==> config.mk <==
export PLATFORM = sky130hd
export DESIGN_NAME = addr_bus_arbiter
export DESIGN_NICKNAME = d
export VERILOG_FILES = /design/src/rtl/addr_bus_arbiter_pkg.sv /design/src/rtl/addr_bus_arbiter_rr_pick5.sv /design/src/rtl/addr_bus_arbiter.sv
export SDC_FILE = /design/constraint.sdc
export NUM_CORES = 1
export LEC_CHECK = 0
export BUFFER_PORTS_ARGS = -buffer_cell sky130_fd_sc_hd__buf_2
export CELL_PAD_IN_SITES_DETAIL_PLACEMENT = 2
export CELL_PAD_IN_SITES_GLOBAL_PLACEMENT = 2
export CORE_ASPECT_RATIO = 1.2
export CORE_MARGIN = 3
export CORE_UTILIZATION = 31
export DETAILED_ROUTE_END_ITERATION = 7
export GPL_TIMING_DRIVEN = 1
export PLACE_DENSITY = 0.79
export SLEW_MARGIN = 10
export SYNTH_ARGS = -nofsm -noshare
export SYNTH_HDL_FRONTEND = slang
export SYNTH_HIERARCHICAL = 1
export SYNTH_SLANG_ARGS = --single-unit
==> constraint.sdc <==
create_clock -name clock -period 8.9 [get_ports clock]
set_clock_uncertainty 0.2 [all_clocks]
set_input_delay 0.445 -clock clock [delete_from_list [all_inputs] [get_ports clock]]
set_output_delay 0.445 -clock clock [all_outputs]
set_load 0.005 [all_outputs]
==> src/rtl/addr_bus_arbiter_pkg.sv <==
// Shared types and constants for the five-driver address bus arbiter.
package addr_bus_arbiter_pkg;

  localparam int unsigned NUM_DRIVERS = 5;
  localparam int unsigned DRV_IDX_W   = 3;
  localparam int unsigned CNT_W       = 4;

  localparam logic [DRV_IDX_W-1:0] DRV_M   = 3'd0;
  localparam logic [DRV_IDX_W-1:0] DRV_XY  = 3'd1;
  localparam logic [DRV_IDX_W-1:0] DRV_J   = 3'd2;
  localparam logic [DRV_IDX_W-1:0] DRV_PC  = 3'd3;
  localparam logic [DRV_IDX_W-1:0] DRV_INC = 3'd4;

  typedef enum logic [1:0] {
    IDLE   = 2'd0,
    SETTLE = 2'd1,
    VALID  = 2'd2,
    TURN   = 2'd3
  } arb_state_e;

  // Index of the set bit in a one-hot driver vector (0 when empty).
  function automatic logic [DRV_IDX_W-1:0] onehot_to_idx(input logic [NUM_DRIVERS-1:0] oh);
    logic [DRV_IDX_W-1:0] idx;
    idx = '0;
    for (int unsigned i = 0; i < NUM_DRIVERS; i++) begin
      if (oh[i]) idx = DRV_IDX_W'(i);
    end
    return idx;
  endfunction

endpackage

==> src/rtl/addr_bus_arbiter_rr_pick5.sv <==
// Combinational round-robin picker: first set request after the last winner.
module rr_pick5
  import addr_bus_arbiter_pkg::*;
(
  input  logic [NUM_DRIVERS-1:0] req,
  input  logic [DRV_IDX_W-1:0]   last,
  output logic [NUM_DRIVERS-1:0] gnt_next
);

  logic                 found;
  logic [DRV_IDX_W-1:0] idx;

  // Scan (last+1) .. (last+5) modulo 5 and keep the first requester.
  always_comb begin
    gnt_next = '0;
    found    = 1'b0;
    idx      = '0;
    for (int unsigned k = 1; k <= NUM_DRIVERS; k++) begin
      idx = DRV_IDX_W'((32'(last) + k) % NUM_DRIVERS);
      if (!found && req[idx]) begin
        gnt_next[idx] = 1'b1;
        found         = 1'b1;
      end
    end
  end

endmodule

==> src/rtl/addr_bus_arbiter.sv <==
// Address bus arbiter: round-robin grant, relay settle delay, turnaround cycle.
module addr_bus_arbiter
  import addr_bus_arbiter_pkg::*;
#(
  parameter int unsigned ADDR_BUS_WIDTH = 16,
  parameter int unsigned SETTLE_CYCLES  = 2
) (
  input  logic                                  clock,
  input  logic                                  reset,
  input  logic [NUM_DRIVERS-1:0]                req,
  input  logic [NUM_DRIVERS*ADDR_BUS_WIDTH-1:0] drv_addr,
  output logic [NUM_DRIVERS-1:0]                gnt,
  output logic [ADDR_BUS_WIDTH-1:0]             addr,
  output logic                                  addr_valid,
  output logic                                  busy,
  output logic                                  abort_err
);

  arb_state_e                state_q, state_d;
  logic [NUM_DRIVERS-1:0]    gnt_q, gnt_d;
  logic [DRV_IDX_W-1:0]      gidx_q, gidx_d;
  logic [DRV_IDX_W-1:0]      last_q, last_d;
  logic [CNT_W-1:0]          cnt_q, cnt_d;
  logic [ADDR_BUS_WIDTH-1:0] addr_q, addr_d;
  logic                      valid_q, valid_d;
  logic                      busy_q, busy_d;
  logic                      abort_q, abort_d;
  logic [NUM_DRIVERS-1:0]    pick;
  logic [ADDR_BUS_WIDTH-1:0] drv_slice [NUM_DRIVERS];

  // Split the flat address input into per-driver words.
  for (genvar i = 0; i < NUM_DRIVERS; i++) begin : g_slice
    assign drv_slice[i] = drv_addr[i*ADDR_BUS_WIDTH +: ADDR_BUS_WIDTH];
  end

  rr_pick5 u_pick (
    .req      (req),
    .last     (last_q),
    .gnt_next (pick)
  );

  // Next-state and registered-output computation.
  always_comb begin
    state_d = state_q;
    gnt_d   = gnt_q;
    gidx_d  = gidx_q;
    last_d  = last_q;
    cnt_d   = cnt_q;
    abort_d = 1'b0;
    case (state_q)
      IDLE: begin
        if (|req) begin
          gnt_d   = pick;
          gidx_d  = onehot_to_idx(pick);
          last_d  = gidx_d;
          cnt_d   = CNT_W'(SETTLE_CYCLES - 1);
          state_d = SETTLE;
        end
      end
      SETTLE: begin
        // A dropped request wins over the counter expiring.
        if (!req[gidx_q]) begin
          abort_d = 1'b1;
          gnt_d   = '0;
          state_d = TURN;
        end else if (cnt_q == '0) begin
          state_d = VALID;
        end else begin
          cnt_d = cnt_q - CNT_W'(1);
        end
      end
      VALID: begin
        if (!req[gidx_q]) begin
          gnt_d   = '0;
          state_d = TURN;
        end
      end
      TURN: begin
        gnt_d   = '0;
        state_d = IDLE;
      end
      default: begin
        gnt_d   = '0;
        state_d = IDLE;
      end
    endcase
    addr_d  = (gnt_d != '0) ? drv_slice[gidx_d] : '0;
    valid_d = (state_d == VALID);
    busy_d  = (state_d != IDLE);
  end

  // State and output registers; reset parks the bus with M next in line.
  always_ff @(posedge clock or posedge reset) begin
    if (reset) begin
      state_q <= IDLE;
      gnt_q   <= '0;
      gidx_q  <= '0;
      last_q  <= DRV_INC;
      cnt_q   <= '0;
      addr_q  <= '0;
      valid_q <= 1'b0;
      busy_q  <= 1'b0;
      abort_q <= 1'b0;
    end else begin
      state_q <= state_d;
      gnt_q   <= gnt_d;
      gidx_q  <= gidx_d;
      last_q  <= last_d;
      cnt_q   <= cnt_d;
      addr_q  <= addr_d;
      valid_q <= valid_d;
      busy_q  <= busy_d;
      abort_q <= abort_d;
    end
  end

  assign gnt        = gnt_q;
  assign addr       = addr_q;
  assign addr_valid = valid_q;
  assign busy       = busy_q;
  assign abort_err  = abort_q;

endmodule

After elaboration in Yosys (flattened, before gate mapping)
Cells that the tools add are included.

Output and inout port bits: 24. RAM bits: 0. Latch bits: 0. Memories kept: 0. Input bits: 87. Memory bits (read-only): 0. Logic and storage cells: 121. Register bits after elaboration: 36.

Multiply operators: 0. Div/mod/pow operators: 5. Reductions and logical operators: 22. Bitwise operators: 5. Equality and inequality tests: 7. Shift operators: 0. Add/subtract/negate cells: 6. $lt $le $gt $ge: 12. Mux-type cells: 55.

Operator list (number): 32-bit by 3-bit modulo with 32-bit output, second input constant (5); 16-bit binary-select mux with 3-bit select (1); 16-bit two-way mux (3); 5-bit two-way mux (7); 3-bit by 4-bit < comparator with 1-bit output, second input constant (6); 5-bit bitwise OR (4); 1-bit binary-select mux with 3-bit select (6); 1-bit two-way mux (18); 1-bit demux with 3-bit select (5); 3-bit by 1-bit greater-or-equal comparator with 1-bit output, second input constant (5); 3-bit two-way mux (5); 5-bit one-hot mux with 3 select lines (1); 4-bit two-way mux (3); 1-bit logical AND (9); 3-bit by 2-bit adder with 4-bit output, second input constant (2); 3-bit by 3-bit adder with 4-bit output, second input constant (2); 2-bit two-way mux (4); 2-bit one-hot mux with 4 select lines (1); 4-bit one-hot mux with 2 select lines (1); 2-bit equality test, second input constant (3); 2-bit != test, second input constant (3); 5-bit nonzero test (1); 5-bit OR reduction (1); 3-bit by 1-bit adder with 4-bit output, second input constant (1); other kinds (11) (15).

Depth between registers and ports, before layout
Gate-level depths: netlist (run 1).

Word-level depth: 28. Depth in mapped cells: 28. Gate-level depth less buffers: 21.

By module
The synthesis (run 1) kept the hierarchy.

Modules (own cells, without submodules): addr_bus_arbiter (area an instance 2493.6 µm², instances 1, cells an instance 283, seq. area each 902.1 µm²); rr_pick5 (area an instance 2092.0 µm², instances 1, cells an instance 296, seq. area each 0.0 µm²).

Worst setup path before layout (run 1)
No wires, ideal clock.

Path kind: register -> register. From: reg last_q[0]. To: reg addr_q[10], in the netlist addr[10]. Slack: 2496 ps. Cell stages (with the launch flop): 29. Path buffers: 7. Library setup time: 130 ps. Required time: 8570 ps. Period minus slack after synthesis: 6404 ps. Arrival time: 6074 ps. Path through: dfrtp_1 > buf_2 > buf_1 > clkbuf_1 > clkbuf_1 > inv_1 > ha_1 > buf_2 > inv_1 > ha_1 > nor2_1 > a211o_1 > nand2_1 > ha_1 > inv_1 > o22ai_1 > o2bb2ai_4 > mux2_4 > a211oi_1 > o221ai_2 > a22oi_1 > o221ai_1 > nand2b_1 > a211o_1 > clkbuf_1 > clkbuf_1 > and3_1 > o211ai_1 > a31oi_1.

Elaborated cells on any way between the ends: 80. Classes of those cells: add/sub: 5; div: 5; order compare: 10; mux: 41; bitwise: 5; reduce/logical: 14.

RTL lines: start: declaration (RTL line addr_bus_arbiter.sv:22) `logic [DRV_IDX_W-1:0] last_q, last_d;`; start signal: assignment (RTL line addr_bus_arbiter.sv:108) `last_q <= last_d;`; parallel branches: the longest is 16 deep, another holds 32-bit by 3-bit modulo with 32-bit output; 5-bit two-way mux (*) (RTL line addr_bus_arbiter_rr_pick5.sv:20) `if (!found && req[idx]) begin`; net pick[4] (RTL line addr_bus_arbiter.sv:28) `logic [NUM_DRIVERS-1:0] pick;`; 3-bit two-way mux (RTL line addr_bus_arbiter_pkg.sv:26) `if (oh[i]) idx = DRV_IDX_W'(i);`; 3-bit two-way mux (RTL line addr_bus_arbiter.sv:52) `if (|req) begin`; 3-bit two-way mux (RTL line addr_bus_arbiter.sv:50) `case (state_q)`; 3-bit inverter with 4-bit output (implied by the code) (RTL line addr_bus_arbiter.sv:87) `addr_d = (gnt_d != '0) ? drv_slice[gidx_d] : '0;`; 16-bit binary-select mux with 3-bit select (RTL line addr_bus_arbiter.sv:87); 16-bit two-way mux (implied by the code) (2 in a row) (RTL line addr_bus_arbiter.sv:87); 16-bit two-way mux (*) (RTL line addr_bus_arbiter.sv:87); net addr_d[10] (RTL line addr_bus_arbiter.sv:24) `logic [ADDR_BUS_WIDTH-1:0] addr_q, addr_d;`; end signal: assignment (RTL line addr_bus_arbiter.sv:110) `addr_q <= addr_d;`; end: declaration (RTL line addr_bus_arbiter.sv:24).

Mark *: on every way through the listed nets, which the timed path passes. The select of a mux whose other input is x is not followed. A chain may end at the register's enable or synchronous reset.

Final worst setup path (run 1)
From: reg last_q[1]. To: reg addr_q[14], in the netlist addr[14].

The elaborated chain is that of the path after synthesis.

==> results.md, run 1 <==
* Final WL at 18280 µm
* CP startpoint kind: flop
* Leakage at 0.002490 µW
* Min-delay worst type: in2async
* Worst-Margin Slew at 1.005 ns
* Die width at 117.0 µm
* Critical Path AT at 6.73 ns
* HPWL after DPL at 14420 µm
* Total CTS buffers at 5
* Top_reg_cell synth: dfrtp_1
* Register-to-Register Path Depth at 20
* Clk sinks at 36
* Post-CTS repair timing setup buffer count at 0
* Max IR drop VDD at 0.0001695 V
* DR vias at 5029
* Die H at 139.2 µm
* Vias in the first global route at 5673
* Layout cell share with drive strength beyond 1 at 0.2294
* Die ar. at 16290 µm²
* Initial antenna violation count at 0
* Post-synthesis instance total at 579
* Drt wl/cell at 21.71 µm
* Rows at 48
* Port bufs at 110
* Clock transition at the registers of the reported paths at 0.05 ns
* Hold Vio Cnt, Final at 0
* Reg-to-reg setup timing slack at 2.18 ns
* YS warnings at 6
* Setup violations, final at 0
* R2r endpoint: addr[14]$_DFF_PP0_
* Mapped Nets at 700
* Unrepaired setup endpoints after global routing: no
* Placed cell count at 834
* Run status: finished, final reports clean
* GRT Overall Usage at 0.2268
* Clk root buf: clkbuf_16
* Clk Latency, worst-skew pair at 0.28 ns
* Reg2reg start: last_q[1]$_DFFE_PP0P_
* Flops & latches, synth at 36
* Placed cell area at 5236 µm²
* # Max-Cap Violations at 0
* Mapped Avg Cell Area at 7.920 µm²
* Max-slew headroom at 0.3165
* P&R area growth vs syn at 18.12%
* Final Slew Violations at 0
* Synth area leader: dfrtp_1
* Number of nets with antenna violations after routing at 0
* Layout net count at 788
* Setup TNS at 0 ns
* Initial Utilization at 0.3181
* I/O Pins at 111
* CTS tree: built
* Async set-reset flop share out of synthesis at 1.000
* Worst Path Required at 8.90 ns
* Register area share after synthesis at 0.1967
* Core Area at 14410 µm²
* Synth Cell Area at 4586 µm²
* CP Capture Type: flop
* Finished Layout Cells at 842
* Gr ovfl total at 0
* Post-synth top area share at 0.1910
* Number of diodes at 0
* Tmin final at 6.722 ns
* Dominant cells by area after synthesis: dfrtp_1 19%, ha_1 9.0%, a21boi_0 5.4%, and3_1 4.8%, nand2_1 4.3%
* Worst Setup Path Type: reg2reg
* Drt drc at 0
* 1st-pass router iterations at 4
* EDFF count, synth at 0
* Crit-path max FO at 19
* Largest net degree at the start of global routing at 66
* Finished Cell Area at 5416 µm²
* Fin crit share at 0.7553
* Distinct cells, synth at 85
* PwrDens at 450.2 nW/µm²
* Initial detailed-routing violation count at 180
* Fmax at 148.8 MHz
* RD Place Congestion at 0.8650
* Fill count at 1675
* Vias per cell at 5.973
* Hold Buf Count CTS at 0
* H-tree Lvls at 2
* First-pass GRT wire length at 29740 µm
* Worst-case clock buffer depth at 2
* Post-cts resize count at 0
final cells by class:
cell class	count	area (µm²)	share of cell area
timing repair buffer	115	608.1	0.1123
sequential	36	902.1	0.1666
multi-input combinational	474	3403	0.6283
clock buffer	7	152.6	0.02818
inverter	35	131.4	0.02426
tap	175	219.0	0.04043
cells in the final DEF, fill, tap and decap left out, types with 5 or more instances in the layout:
cell type / count
a211o_1: 5
a211oi_1: 5
a21boi_0: 33
a21oi_1: 19
a31oi_1: 25
and2_1: 6
and3_1: 35
buf_2: 110
clkbuf_16: 5
dfrtp_1: 35
ha_1: 33
inv_1: 34
mux2i_1: 13
nand2_1: 52
nand2b_1: 9
nand3_1: 12
nand4_1: 9
nor2_1: 33
nor2b_1: 5
nor3_1: 9
nor3b_1: 7
o211ai_1: 23
o21ai_0: 30
o31ai_1: 7
or3_1: 7
xnor2_1: 5
logic make-up (layout without fill, tap and decap cells):
kind of cell,after synthesis,after routing,share of synthesized area
fa+ha+maj,34,34,0.09441
mux,18,18,0.04447
buf+inv,69,157,0.06357
compound gates,207,207,0.3367
flops,36,36,0.1967
xor+xnor,8,8,0.01856
simple gates,207,207,0.2456
registers in the layout, summed over array words and instances, names as in the netlist:
register / flops
busy: 1
abort_err: 1
addr: 16
addr_valid: 1
gidx_q: 3
state_q: 2
last_q: 3
gnt: 5
cnt_q: 4
worst max-delay path: stages (launching register included):
cell and delay [ns]:
dfrtp_1 0.50, inv_1 0.27, ha_1 0.74, inv_1 0.25, ha_1 0.28, nor2_1 0.19, a211o_1 0.22, nand2_1 0.17
ha_1 0.26, inv_1 0.08, o22ai_1 0.12, o2bb2ai_4 0.28, mux2_4 0.35, a211oi_1 0.34, o221ai_2 0.27, a22oi_1 0.20
o221ai_1 0.32, o21bai_1 0.31, mux2i_2 0.81, o2111ai_1 0.24, a31oi_1 0.22
worst max-delay path by stage:
| stage | start | end | slack (ns) | depth (start not counted) |
|---|---|---|---|---|
| after floorplan | last_q[0]$_DFFE_PP0P_ | addr[10]$_DFF_PP0_ | 2.50 | 28 |
| after global placement | last_q[1]$_DFFE_PP0P_ | addr[14]$_DFF_PP0_ | 2.48 | 20 |
| after detailed placement | last_q[1]$_DFFE_PP0P_ | addr[14]$_DFF_PP0_ | 2.16 | 20 |
| after CTS | last_q[1]$_DFFE_PP0P_ | addr[14]$_DFF_PP0_ | 2.14 | 20 |
| after global routing | last_q[1]$_DFFE_PP0P_ | addr[14]$_DFF_PP0_ | 1.53 | 20 |
| final | last_q[1]$_DFFE_PP0P_ | addr[14]$_DFF_PP0_ | 2.18 | 20 |
metal layers:
metal  track usage  vias up  part of all wire
met5             0        -                 0
met4       0.06703        0             0.025
met3       0.04654       36             0.048
met2        0.4180      148              0.53
met1        0.2569     2494              0.39
li1              -     2351                 -
cell usage after synthesis (3+ instances only):
| library cell | instances |
|---|---|
| nand2_1 | 52 |
| clkbuf_1 | 21 |
| o211a_1 | 3 |
| mux2i_1 | 13 |
| nor4bb_1 | 3 |
| o211ai_1 | 23 |
| dfrtp_1 | 35 |
| xnor2_1 | 5 |
| nor4_1 | 3 |
| and2_1 | 6 |
| or2_2 | 3 |
| nor2_1 | 33 |
| a211o_1 | 5 |
| o31ai_1 | 7 |
| and3_1 | 35 |
| nand3_1 | 12 |
| o21ai_0 | 30 |
| nor3_1 | 9 |
| a31oi_1 | 25 |
| o21ai_1 | 3 |
| o22ai_1 | 4 |
| a211oi_1 | 5 |
| or3_1 | 7 |
| buf_6 | 3 |
| nand3b_1 | 4 |
| buf_2 | 8 |
| a21o_1 | 4 |
| o21bai_1 | 4 |
| nor3b_1 | 7 |
| a21oi_1 | 20 |
| a22oi_1 | 4 |
| ha_1 | 33 |
| nand4_1 | 9 |
| nor2b_1 | 5 |
| inv_1 | 34 |
| nand2b_1 | 9 |
| a21boi_0 | 33 |
| a221oi_1 | 3 |
| o2111ai_1 | 4 |
metrics by stage:
step / utilization / hold slack (ns) / setup WS, ns / power [µW]
global placement: 0.3633 / 0.3013 / 2.482 / 2108
detailed placement: 0.3633 / 0.3313 / 2.158 / 2228
floorplan: - / 0.2644 / 2.496 / 1727
global route: 0.3758 / 0.1048 / 1.529 / 2681
CTS: 0.3739 / 0.08466 / 2.138 / 2430
finish: 0.3758 / 0.06617 / 2.178 / 2438
power by group:
part	internal (µW)	total, µW	switching, µW
Clock	117	185	67.5
Sequential	220	260	40.5
Combinational	721	1990	1270
Note: power is estimated with default switching activity, not from simulation.
==> inputs of run 2 (changes only) <==
==> constraint.sdc (replaced) <==
create_clock -name clock -period 6.47 [get_ports clock]
set_clock_uncertainty 0.2 [all_clocks]
set_input_delay 0.3235 -clock clock [delete_from_list [all_inputs] [get_ports clock]]
set_output_delay 0.3235 -clock clock [all_outputs]
set_load 0.005 [all_outputs]
==> results.md, run 2 (synthesized netlist as in run 1, its figures left out) <==
* Run status: finished, final reports clean (unchanged)
* Clk root buf: clkbuf_16 (unchanged)
* Rows at 48 (unchanged)
* Number of diodes at 0 (unchanged)
* Clk Latency, worst-skew pair at 0.29 ns (was 0.28 ns)
* Port bufs at 110 (unchanged)
* Die width at 117.0 µm (unchanged)
* Final WL at 18470 µm (was 18280 µm)
* CP startpoint kind: flop (unchanged)
* Total CTS buffers at 5 (unchanged)
* Largest net degree at the start of global routing at 66 (unchanged)
* CP Capture Type: flop (unchanged)
* R2r endpoint: addr[2]$_DFF_PP0_ (was addr[14]$_DFF_PP0_)
* Vias in the first global route at 5657 (was 5673)
* Fin crit share at 0.9461 (was 0.7553)
* Finished Layout Cells at 851 (was 842)
* Die H at 139.2 µm (unchanged)
* CTS tree: built (unchanged)
* # Max-Cap Violations at 0 (unchanged)
* Initial detailed-routing violation count at 215 (was 180)
* Layout cell share with drive strength beyond 1 at 0.2411 (was 0.2294)
* 1st-pass router iterations at 4 (unchanged)
* Max-slew headroom at 0.5164 (was 0.3165)
* Reg2reg start: last_q[1]$_DFFE_PP0P_ (unchanged)
* Drt wl/cell at 21.70 µm (was 21.71 µm)
* Setup violations, final at 0 (unchanged)
* Beginning of the worst hold path: drv_addr[72]
* Clock transition at the registers of the reported paths at 0.06 ns (was 0.05 ns)
* Number of nets with antenna violations after routing at 0 (unchanged)
* Setup ws final at 0.3485 ns (was 2.178 ns)
* Crit-path max FO at 17 (was 19)
* HPWL after DPL at 14270 µm (was 14420 µm)
* P&R area growth vs syn at 20.16% (was 18.12%)
* Reg-to-reg setup timing slack at 0.35 ns (was 2.18 ns)
* Die ar. at 16290 µm² (unchanged)
* Max FFs per register at 16 (unchanged)
* H-tree Lvls at 2 (unchanged)
* Vias per cell at 5.929 (was 5.973)
* Worst Path Required at 6.48 ns (was 8.90 ns)
* Worst-Margin Slew at 0.7238 ns (was 1.005 ns)
* Initial Utilization at 0.3181 (unchanged)
* Drt drc at 0 (unchanged)
* Hold worst-path end: addr[8]$_DFF_PP0_
* Hold depth at 3
* RD Place Congestion at 0.8525 (was 0.8650)
* First-pass GRT wire length at 29490 µm (was 29740 µm)
* Fill count at 1683 (was 1675)
* Min-delay worst type: in2reg (was in2async)
* Unrepaired setup endpoints after global routing: no (unchanged)
* Fmax at 163.4 MHz (was 148.8 MHz)
* Leakage at 0.002537 µW (was 0.002490 µW)
* Final Slew Violations at 0 (unchanged)
* GRT Overall Usage at 0.2265 (was 0.2268)
* Hold Vio Cnt, Final at 0 (unchanged)
* Clk sinks at 36 (unchanged)
* Layout net count at 796 (was 788)
* Tmin final at 6.121 ns (was 6.722 ns)
* I/O Pins at 111 (unchanged)
* Setup TNS at 0 ns (unchanged)
* Placed cell count at 841 (was 834)
* Core Area at 14410 µm² (unchanged)
* Register-to-Register Path Depth at 22 (was 20)
* Worst Setup Path Type: reg2reg (unchanged)
* Initial antenna violation count at 0 (unchanged)
* Commonest non-fill, non-tap cells in the layout: 110 x buf_2, 52 x nand2_1, 35 x and3_1, 35 x dfrtp_1, 34 x inv_1 (unchanged)
* Worst-case clock buffer depth at 2 (unchanged)
* Max IR drop VDD at 0.0002477 V (was 0.0001695 V)
* Critical Path AT at 6.13 ns (was 6.73 ns)
* PwrDens at 623.6 nW/µm² (was 450.2 nW/µm²)
* DR vias at 5046 (was 5029)
* Post-place setup slack at 0.2086 ns (was 2.158 ns)
* Gr ovfl total at 0 (unchanged)
* Commonest non-fill, non-tap cell in the layout: buf_2 (unchanged)
[run 2: cell count changes in the layout (fill, tap and decap cells not counted), sizes merged]
cell | before | now
dlygate4sd3 | 0 | 1
clkinvlp | 0 | 1
buf | 115 | 122
clkbuf | 7 | 5
clkinv | 0 | 1
bufinv | 0 | 1
[run 2: worst max-delay path by stage]
stage                                     start            endpoint  slack (ns)  cells past startpoint
final                     last_q[1]$_DFFE_PP0P_   addr[2]$_DFF_PP0_        0.35                     22
after global routing      last_q[1]$_DFFE_PP0P_  addr[11]$_DFF_PP0_       0.004                     22
after CTS                 last_q[1]$_DFFE_PP0P_   addr[3]$_DFF_PP0_        0.20                     21
after detailed placement  last_q[1]$_DFFE_PP0P_   addr[2]$_DFF_PP0_        0.21                     21
after global placement    last_q[1]$_DFFE_PP0P_   addr[1]$_DFF_PP0_        0.52                     22
after floorplan           last_q[0]$_DFFE_PP0P_  addr[10]$_DFF_PP0_        0.07                     28
[run 2: layer usage]
metal / part of all wire / GRT usage / wire length, µm / vias to the layer above
met5: 0 / 0 / 0 / -
met4: 0.040 / 0.09420 / 747 / 0
met3: 0.038 / 0.03741 / 694 / 32
met2: 0.52 / 0.4159 / 9652 / 134
met1: 0.40 / 0.2514 / 7371 / 2504
li1: - / - / - / 2376
[run 2: what timing repair did]
action                                  4_1_cts  5_1_grt
endpoints found under the setup margin        0       16
hold buffers                                  1        0
endpoints found under the hold margin        35        0
gates resized for setup                       0        3
setup buffers                                 0        0
[run 2: through the flow]
step	area, µm²	total power (µW)	hold slack (ns)	utilization
global placement	5289	2923	0.2623	0.3669
finish	5510	3436	0.1012	0.3823
global route	5510	3760	0.1149	0.3823
detailed placement	5289	3095	0.2826	0.3669
floorplan	4586	2376	0.2611	-
CTS	5466	3415	0.09389	0.3793
[run 2: layout make-up]
class	instances	area [µm²]	share of cell area
timing repair buffer	123	674.4	0.1224
clock buffer	5	125.1	0.02271
inverter	35	131.4	0.02384
clock inverter	3	42.54	0.007720
multi-input combinational	474	3416	0.6199
sequential	36	902.1	0.1637
tap	175	219.0	0.03974
[run 2: power breakdown]
group / switching [µW] / internal [µW] / leakage [µW]
Sequential: 42.2 / 302 / 0.000472
Combinational: 1780 / 1020 / 0.00198
Clock: 105 / 181 / 0.0000798
[run 2: worst max-delay path: stages, from the launching register on]
cell	delay, ns
dfrtp_1	0.38
inv_1	0.22
buf_4	0.21
ha_1	0.40
nor3_1	0.41
nor2_1	0.10
xnor2_1	0.23
ha_1	0.22
fa_1	0.30
or4b_1	0.50
o2111ai_1	0.16
a21oi_1	0.12
o31ai_1	0.27
nand4_2	0.20
a21oi_4	0.30
nand4_2	0.16
o211ai_1	0.34
nor2b_1	0.28
o21bai_1	0.18
mux2i_2	0.19
buf_4	0.27
o211ai_1	0.17
a31oi_1	0.23
